==> config.mk <==
export PLATFORM = sky130hd
export DESIGN_NAME = recv_arp_pkt
export DESIGN_NICKNAME = d
export VERILOG_FILES = /design/src/rtl/recv_arp_pkt_pkg.sv /design/src/rtl/recv_arp_pkt.sv
export SDC_FILE = /design/constraint.sdc
export NUM_CORES = 1
export LEC_CHECK = 0
export ABC_AREA = 0
export CORE_UTILIZATION = 40
export DETAILED_ROUTE_END_ITERATION = 12
export GPL_TIMING_DRIVEN = 0
export HOLD_SLACK_MARGIN = 0.15
export PLACE_DENSITY_LB_ADDON = 0.2
export SLEW_MARGIN = 30
export SYNTH_ARGS = -nofsm -noshare
export SYNTH_HDL_FRONTEND = slang
export SYNTH_SLANG_ARGS = --single-unit
==> constraint.sdc <==
create_clock -name clk -period 9.01 [get_ports clk]
set_input_delay 1.802 -clock clk [delete_from_list [all_inputs] [get_ports clk]]
set_output_delay 1.802 -clock clk [all_outputs]
set_load 0.03 [all_outputs]
==> src/rtl/recv_arp_pkt_pkg.sv <==
// Shared ARP/Ethernet constants, field record and helpers for the ARP receive/send blocks.
package recv_arp_pkt_pkg;

    localparam logic [15:0] ETH_TYPE_ARP   = 16'h0806;
    localparam logic [15:0] ARP_HTYPE_ETH  = 16'h0001;
    localparam logic [15:0] ARP_PTYPE_IPV4 = 16'h0800;
    localparam logic [7:0]  ARP_HLEN       = 8'h06;
    localparam logic [7:0]  ARP_PLEN       = 8'h04;
    localparam logic [15:0] ARP_OP_REQUEST = 16'h0001;
    localparam logic [15:0] ARP_OP_REPLY   = 16'h0002;
    localparam logic [47:0] MAC_BROADCAST  = 48'hFFFF_FFFF_FFFF;

    // Beat positions within a frame, counted from the sop beat (index 0).
    localparam logic [3:0] BEAT_DST_LO   = 4'd1;
    localparam logic [3:0] BEAT_SRC_HI   = 4'd2;
    localparam logic [3:0] BEAT_SRC_TYPE = 4'd3;
    localparam logic [3:0] BEAT_HTYPE    = 4'd4;
    localparam logic [3:0] BEAT_LEN_OP   = 4'd5;
    localparam logic [3:0] BEAT_SHA_HI   = 4'd6;
    localparam logic [3:0] BEAT_SHA_SPA  = 4'd7;
    localparam logic [3:0] BEAT_SPA_THA  = 4'd8;
    localparam logic [3:0] BEAT_THA_LO   = 4'd9;
    localparam logic [3:0] BEAT_TPA      = 4'd10;

    typedef enum logic [1:0] {
        S_IDLE,
        S_HDR,
        S_PAD,
        S_DROP
    } rx_state_e;

    typedef struct packed {
        logic [15:0] opcode;
        logic [47:0] src_mac;
        logic [47:0] sha;
        logic [31:0] spa;
        logic [47:0] tha;
        logic [31:0] tpa;
    } arp_fields_t;

    // 16-bit counter add that sticks at all-ones instead of wrapping.
    function automatic logic [15:0] sat_add(input logic [15:0] a, input logic [1:0] inc);
        logic [16:0] s;
        s = {1'b0, a} + {15'd0, inc};
        return s[16] ? 16'hFFFF : s[15:0];
    endfunction

endpackage

==> src/rtl/recv_arp_pkt.sv <==
// ARP receive parser: walks a 32-bit beat stream, validates the ARP header and
// publishes the fields of each accepted packet with a one-cycle valid pulse.
//
// state  | meaning
// S_IDLE | waiting for a sop beat
// S_HDR  | capturing/validating header beats 1..10
// S_PAD  | header complete, counting padding beats until eop
// S_DROP | frame rejected, discarding beats until eop
module recv_arp_pkt
    import recv_arp_pkt_pkg::*;
#(
    parameter int MAX_WORDS   = 16,
    parameter int CHK_DST_MAC = 1
) (
    input  logic        clk,
    input  logic        rst_n,
    input  logic [47:0] i_local_mac,
    input  logic [31:0] i_local_ip,
    input  logic        i_eth_sop,
    input  logic        i_eth_eop,
    input  logic        i_eth_vld,
    input  logic [31:0] i_eth_data,
    output logic        o_eth_rdy,
    output logic        o_arp_vld,
    output logic [15:0] o_arp_opcode,
    output logic [47:0] o_arp_src_mac,
    output logic [47:0] o_arp_sha,
    output logic [31:0] o_arp_spa,
    output logic [47:0] o_arp_tha,
    output logic [31:0] o_arp_tpa,
    output logic [15:0] o_rx_cnt,
    output logic [15:0] o_drop_cnt
);

    localparam logic [3:0] LAST_IDX = 4'(MAX_WORDS - 1);

    rx_state_e   state_q, state_d;
    logic [3:0]  idx_q, idx_d;
    logic [15:0] dst_hi_q, dst_hi_d;
    arp_fields_t wk_q, wk_d;
    arp_fields_t out_q;
    logic        vld_q, rdy_q;
    logic [15:0] rx_q, drop_q;
    logic        beat, beat_ok, accept;
    logic [1:0]  drop_inc;

    assign beat = i_eth_vld & rdy_q;

    // Next-state, beat capture and per-beat header checks.
    always_comb begin
        state_d  = state_q;
        idx_d    = idx_q;
        dst_hi_d = dst_hi_q;
        wk_d     = wk_q;
        accept   = 1'b0;
        drop_inc = 2'd0;
        beat_ok  = 1'b1;
        if (beat) begin
            if (i_eth_sop) begin
                // A sop always restarts; an in-flight frame not yet counted is dropped.
                if (state_q == S_HDR || state_q == S_PAD) drop_inc = drop_inc + 2'd1;
                dst_hi_d = i_eth_data[15:0];
                idx_d    = BEAT_DST_LO;
                if (i_eth_data[31:16] != 16'h0000 || i_eth_eop) begin
                    drop_inc = drop_inc + 2'd1;
                    state_d  = i_eth_eop ? S_IDLE : S_DROP;
                end else begin
                    state_d = S_HDR;
                end
            end else begin
                case (state_q)
                    S_HDR: begin
                        case (idx_q)
                            BEAT_DST_LO: begin
                                if (CHK_DST_MAC != 0)
                                    beat_ok = ({dst_hi_q, i_eth_data} == MAC_BROADCAST) ||
                                              ({dst_hi_q, i_eth_data} == i_local_mac);
                            end
                            BEAT_SRC_HI: wk_d.src_mac[47:16] = i_eth_data;
                            BEAT_SRC_TYPE: begin
                                wk_d.src_mac[15:0] = i_eth_data[31:16];
                                beat_ok = (i_eth_data[15:0] == ETH_TYPE_ARP);
                            end
                            BEAT_HTYPE: begin
                                beat_ok = (i_eth_data[31:16] == ARP_HTYPE_ETH) &&
                                          (i_eth_data[15:0] == ARP_PTYPE_IPV4);
                            end
                            BEAT_LEN_OP: begin
                                wk_d.opcode = i_eth_data[15:0];
                                beat_ok = (i_eth_data[31:24] == ARP_HLEN) &&
                                          (i_eth_data[23:16] == ARP_PLEN) &&
                                          ((i_eth_data[15:0] == ARP_OP_REQUEST) ||
                                           (i_eth_data[15:0] == ARP_OP_REPLY));
                            end
                            BEAT_SHA_HI: wk_d.sha[47:16] = i_eth_data;
                            BEAT_SHA_SPA: begin
                                wk_d.sha[15:0]  = i_eth_data[31:16];
                                wk_d.spa[31:16] = i_eth_data[15:0];
                            end
                            BEAT_SPA_THA: begin
                                wk_d.spa[15:0]  = i_eth_data[31:16];
                                wk_d.tha[47:32] = i_eth_data[15:0];
                            end
                            BEAT_THA_LO: wk_d.tha[31:0] = i_eth_data;
                            BEAT_TPA: begin
                                wk_d.tpa = i_eth_data;
                                beat_ok  = (i_eth_data == i_local_ip);
                            end
                            default: ;
                        endcase
                        idx_d = idx_q + 4'd1;
                        if (!beat_ok) begin
                            drop_inc = drop_inc + 2'd1;
                            state_d  = i_eth_eop ? S_IDLE : S_DROP;
                        end else if (idx_q == BEAT_TPA) begin
                            accept  = i_eth_eop;
                            state_d = i_eth_eop ? S_IDLE : S_PAD;
                        end else if (i_eth_eop) begin
                            drop_inc = drop_inc + 2'd1;
                            state_d  = S_IDLE;
                        end
                    end
                    S_PAD: begin
                        idx_d = idx_q + 4'd1;
                        if (i_eth_eop) begin
                            accept  = 1'b1;
                            state_d = S_IDLE;
                        end else if (idx_q == LAST_IDX) begin
                            drop_inc = drop_inc + 2'd1;
                            state_d  = S_DROP;
                        end
                    end
                    S_DROP: begin
                        if (i_eth_eop) state_d = S_IDLE;
                    end
                    default: ;
                endcase
            end
        end
    end

    // FSM state, beat index and working-register storage.
    always_ff @(posedge clk or negedge rst_n) begin
        if (!rst_n) begin
            state_q  <= S_IDLE;
            idx_q    <= 4'd0;
            dst_hi_q <= 16'h0000;
            wk_q     <= '0;
            rdy_q    <= 1'b0;
        end else begin
            state_q  <= state_d;
            idx_q    <= idx_d;
            dst_hi_q <= dst_hi_d;
            wk_q     <= wk_d;
            rdy_q    <= 1'b1;
        end
    end

    // Published fields, valid pulse and saturating event counters.
    always_ff @(posedge clk or negedge rst_n) begin
        if (!rst_n) begin
            out_q  <= '0;
            vld_q  <= 1'b0;
            rx_q   <= 16'h0000;
            drop_q <= 16'h0000;
        end else begin
            vld_q  <= accept;
            if (accept) begin
                out_q <= wk_d;
                rx_q  <= sat_add(rx_q, 2'd1);
            end
            drop_q <= sat_add(drop_q, drop_inc);
        end
    end

    assign o_eth_rdy     = rdy_q;
    assign o_arp_vld     = vld_q;
    assign o_arp_opcode  = out_q.opcode;
    assign o_arp_src_mac = out_q.src_mac;
    assign o_arp_sha     = out_q.sha;
    assign o_arp_spa     = out_q.spa;
    assign o_arp_tha     = out_q.tha;
    assign o_arp_tpa     = out_q.tpa;
    assign o_rx_cnt      = rx_q;
    assign o_drop_cnt    = drop_q;

endmodule

* Yosys cells after proc, flatten, opt, wreduce, memory -nomap -nowiden
Cells that the tools add are included.
** Cells by class
- Reduce and logical (&&, ||, !) cells :: 14
- Equality and inequality tests :: 25
- Bitwise operators :: 1
- Add/sub/neg operators :: 4
- Muxes and demuxes :: 47
** Operators by type and width (count)
- $mux 224 :: 3
- $mux 32 :: 6
- $mux 16 :: 4
- $eq 48x48->1 :: 1
- $eq 48x48->1 const B :: 1
- $eq 16x1->1 const B :: 2
- $eq 16x12->1 const B :: 2
- $eq 32x32->1 :: 1
- $mux 2 :: 14
- $add 16x1->17 const B :: 1
- $add 16x2->17 :: 1
- $eq 16x2->1 const B :: 1
- $eq 4x3->1 const B :: 4
- $eq 4x4->1 const B :: 4
- $eq 8x3->1 const B :: 2
- $reduce_bool 16->1 :: 1
- $mux 1 :: 14
- $eq 4x2->1 const B :: 2
- $mux 4 :: 2
- $pmux 2 s3 :: 1
- $pmux 1 s5 :: 1
- $add 4x1->4 const B :: 1
- $eq 2x2->1 const B :: 2
- $eq 4x1->1 const B :: 1
- other kinds (12) :: 19
** Storage, ports and cells
- Register bits :: 504

* Depth between registers and ports, before layout
- Word-level depth :: 13
- Mapped depth :: 21
- Gate-level depth less buffers :: 20

* Least setup slack after synthesis
OpenSTA, ideal clock, no wires.
- Path kind :: input -> register
- Start point :: input port i_eth_data[21]
- End point :: register drop_q[10], in the netlist o_drop_cnt[10]
- Stages on the path :: 20
- Path slack :: 3.789 ns
- Setup time :: 0.068 ns
- Required time :: 8.942 ns
- Buffers on the path :: 2
- Arrival time :: 5.153 ns
- Path through :: clkbuf_1 > nor4_1 > and3_1 > nand4_1 > o21ai_0 > a32oi_1 > nand2_1 > a21o_1 > a211oi_1 > ha_1 > inv_1 > fa_1 > nor2_1 > and3_1 > and2_1 > nand4_1 > nor2_1 > nand3_1 > clkbuf_1 > nand2_1
** On the way
- Longest elaborated chain between the ends :: 13
** RTL lines
- start: declaration :: RTL line recv_arp_pkt.sv:22 : input logic [31:0] i_eth_data,
- branches (longest 9 deep; another with $eq 48x48->1)
- $mux 2 * :: RTL line recv_arp_pkt.sv:59 : if (i_eth_sop) begin
- $mux 2 * :: RTL line recv_arp_pkt.sv:58 : if (beat) begin
- $add 16x2->17 * :: RTL line recv_arp_pkt_pkg.sv:44 : s = {1'b0, a} + {15'd0, inc};
- $mux 16 * :: RTL line recv_arp_pkt_pkg.sv:45 : return s[16] ? 16'hFFFF : s[15:0];
- end signal: assignment :: RTL line recv_arp_pkt.sv:172 : drop_q <= sat_add(drop_q, drop_inc);
- end: declaration :: RTL line recv_arp_pkt.sv:43 : logic [15:0] rx_q, drop_q;
Mark *: on every way between the ends. The select of a mux whose other input is x is not followed.
A chain may end at the register's enable or synchronous reset.

* Final worst setup path
- Start point :: input port i_eth_data[5]
- End point :: register drop_q[4], in the netlist o_drop_cnt[4]
** On the way
- Longest elaborated chain between the ends :: 13
** RTL lines
- $eq 16x1->1 / $eq 16x2->1 (equally long branches) :: RTL line recv_arp_pkt.sv:92, recv_arp_pkt.sv:93
- $logic_or 1x1->1 :: RTL line recv_arp_pkt.sv:92 : ((i_eth_data[15:0] == ARP_OP_REQUEST) ||
- $logic_and 1x1->1 :: RTL line recv_arp_pkt.sv:91 : (i_eth_data[23:16] == ARP_PLEN) &&
- $pmux 1 s5 * :: RTL line recv_arp_pkt.sv:73 : case (idx_q)
- $mux 1 * :: RTL line recv_arp_pkt.sv:71 : case (state_q)
- $mux 1 * :: RTL line recv_arp_pkt.sv:59
- $mux 1 * :: RTL line recv_arp_pkt.sv:58
- $mux 1 * :: RTL line recv_arp_pkt.sv:112 : if (!beat_ok) begin
- $pmux 1 s2 * :: RTL line recv_arp_pkt.sv:71
- $mux 2 * :: RTL line recv_arp_pkt.sv:59
- $mux 2 * :: RTL line recv_arp_pkt.sv:58
- $add 16x2->17 * :: RTL line recv_arp_pkt_pkg.sv:44
- $mux 16 * :: RTL line recv_arp_pkt_pkg.sv:45
Mark *: on every way between the ends. The rest lies on a longest branch, timed or not. The select of a mux whose other input is x is not followed.

==> out/metrics.cfg <==
[outcome]
status=finished, final reports clean

[min_path]
hold_class=reg2reg

[power_and_ir_drop]
clockPowerShare_pct=39.3
switching_share_pct=25.17
finalPower_mw=5.543
p_sw_mw=1.395
power.leakage_nw=12.92
p_comb_share_pct=14.1
p_int_mw=4.148
pwr-share-seq_pct=46.7
p_per_area_nw_per_um2=204.3
peakVddDrop_uv=127.0

[route]
first_pass_iters=5
routed_wl_um=61740
num_vias=13140
drc=0
first_iter_violations=669
vias_per_cell=5.143
wl_per_cell_um=24.16
ant_nets=0

[sta]
report.final.slew_viol_count=0
finalSetupViolCount=0
clock.fmax_mhz=147.8
slew_headroom_pct=29.28
tns_ps=0
rsz0062_at_grt=false
clock_skew_ps=13.68
layout_min_cycle_time_ps=6766
hold_violations=0
post-route-period-util_pct=75.10
worst_pin_slew_ps=1051

[grt]
grt_use_total_pct=23.72
grt_pass1_wl_um=91430
antenna_found_initial=9
grt_max_degree=90
first_global_vias=14090
grt_overflow=0

[worst_setup_path]
worstSetupPathType=in2reg
crit_required_ps=9530
worstPathArrival_ps=7290
start_kind=input port
crit_chain=clkdlybuf4s50_1, clkbuf_1, nor4_1, and3_1, nand4_1, nand3_1, a21oi_1, nand2_1, a21o_1, a211oi_1, ha_1, inv_1, fa_1, nor2_1, and3_1, and2_1, nand4_1, nor2_1, nand3_1, clkbuf_1, nand2_1
path_max_fanout=10
slowest_stage=clkdlybuf4s50_1
end_kind=flop
cp_slowest_stage_delay_ps=800

[synth]
async_flop_share_pct=100.0
synth_enable_flop_cells=0
synth_seq_cells=504
mappedNetlistNets=1538
ys_seq_area_share_pct=61.15
syn_area_um2=20630
netlist_instances=1409
yosys_most_used_dff=dfrtp_1
avgSynthCellArea_um2=14.64
ys_types=49
synth_warnings=0

[finish]
final_common_cell=dfrtp_1
nNetsFinal=1973
syn_to_final_growth_pct=31.56
final_cell_mix=dfrtp_1, mux2_2, clkdlybuf4s50_1
drive_above_1_share_pct=31.53
fill_cells=4257

[cts]
cts_hold_buf=0
cts_buffers=53
clock-sinks=504
h-tree-depth=2
clk_pin_slew_worst_paths_ps=60
clockRootBuffer=clkbuf_16
cts_tree=yes
cts_max_path_buffers=3
clk_latency_ps=590
post_cts_buffers=0
cts-resized-gates=0

[floorplanning]
die_w_um=229.1
start_util_pct=40.86
ios=375
dieArea_um2=52480
core_area_um2=50480
row_count=82
die_h_um=229.1

[placed_design]
port_buffers=373
dp_hpwl_um=44490
place.gp.congestion=0.8410

[flow_run]
max_cap_violations=0

-- critical path, delay by kind of cell --
family | cells | cell delay [ps]
AOI/OAI and AO/OA | 3 | 970
adders and majority gates | 2 | 700
buffers and inverters | 4 | 1790
and+or+nand+nor | 12 | 1990
-- registers in the layout, summed over array words and instances (netlist names), 32 cells and up --
signal,count
o_arp_src_mac,48
o_arp_tpa,32
o_arp_sha,48
o_arp_tha,48
wk_q,224
o_arp_spa,32
-- logic make-up after synthesis --
logic type,count (synthesis),synth area share (%)
mux,467,25.49
flops,504,61.15
simple gates,176,4.641
buf+inv,99,2.251
compound gates,58,1.784
xor+xnor,92,3.907
other cells,1,0.01818
fa+ha+maj,12,0.7643
-- stage by stage --
stage          cells  area, um^2  setup WS [ps]  util, %  hold slack, ps
3_3_place_gp    2454       25200         -15860    49.92           474.8
4_1_cts         2553       27130           2203    53.75           490.8
3_5_place_dp    2461       25400           1623    50.31           477.9
6_report        2555       27140           2244    53.76           488.6
5_1_grt         2554       27130           1730    53.75           501.1
2_1_floorplan   1409       20630           3789        -           466.6
-- cell usage after synthesis (all sizes together), types with 7 or more instances --
cell type / instances / area (um^2)
nand3: 13 / 65.06
xor2: 55 / 481.7
nor4: 24 / 150.1
dfrtp: 504 / 12610
ha: 11 / 137.6
nand4: 27 / 168.9
buf: 43 / 254.0
nand2: 39 / 146.4
mux2: 466 / 5248
clkbuf: 43 / 161.4
a21oi: 26 / 130.1
and2: 7 / 43.79
nor2: 22 / 82.58
and3: 12 / 75.07
a31oi: 12 / 90.09
xnor2: 37 / 324.1
inv: 13 / 48.80
-- layout make-up --
class                           count  area, um^2  area share [%]
Clock buffer                       81        1594           5.874
Buffer                             86       426.7           1.572
Clock inverter                     11       137.6          0.5072
Timing Repair Buffer              380        3915           14.43
Antenna cell                        2       5.005         0.01844
Tap cell                          672       840.8           3.098
Sequential cell                   504       12610           46.48
Multi-Input combinational cell    806        7556           27.84
Inverter                           13       48.80          0.1798
-- path summary, 6_finish.rpt --
check | from | end | slack [ps] | cells past startpoint
max reg2reg | idx_q[0] | o_drop_cnt[4] | 3630 | 21
min | wk_q[67] | wk_q[67] | 490 | 1
max | i_eth_data[5] | o_drop_cnt[4] | 2240 | 21
max in group asynchronous | rst_n | o_drop_cnt[7] | 6400 | 4
min reg2reg | wk_q[67] | wk_q[67] | 490 | 1
min in group asynchronous | rst_n | wk_q[100] | 1060 | 1
-- per-layer routing --
layer / global-route usage [%] / vias up / share of wire (%)
met5: 0 / - / 0.12
met4: 8.333 / 14 / 3.1
met3: 7.009 / 103 / 6.8
met2: 38.33 / 355 / 47
met1: 30.25 / 6823 / 43
li1: - / 5845 / -
-- power by group through the flow --
stage | combinational (mW) | clock, mW | sequential (mW)
floorplan | 0.416 | 0 | 2.65
global placement | 0.748 | 0 | 2.63
detailed placement | 0.780 | 0 | 2.63
CTS | 0.783 | 2.22 | 2.59
global route | 0.852 | 2.31 | 2.61
finish | 0.780 | 2.18 | 2.59
Power figures use the tool's default switching activity.
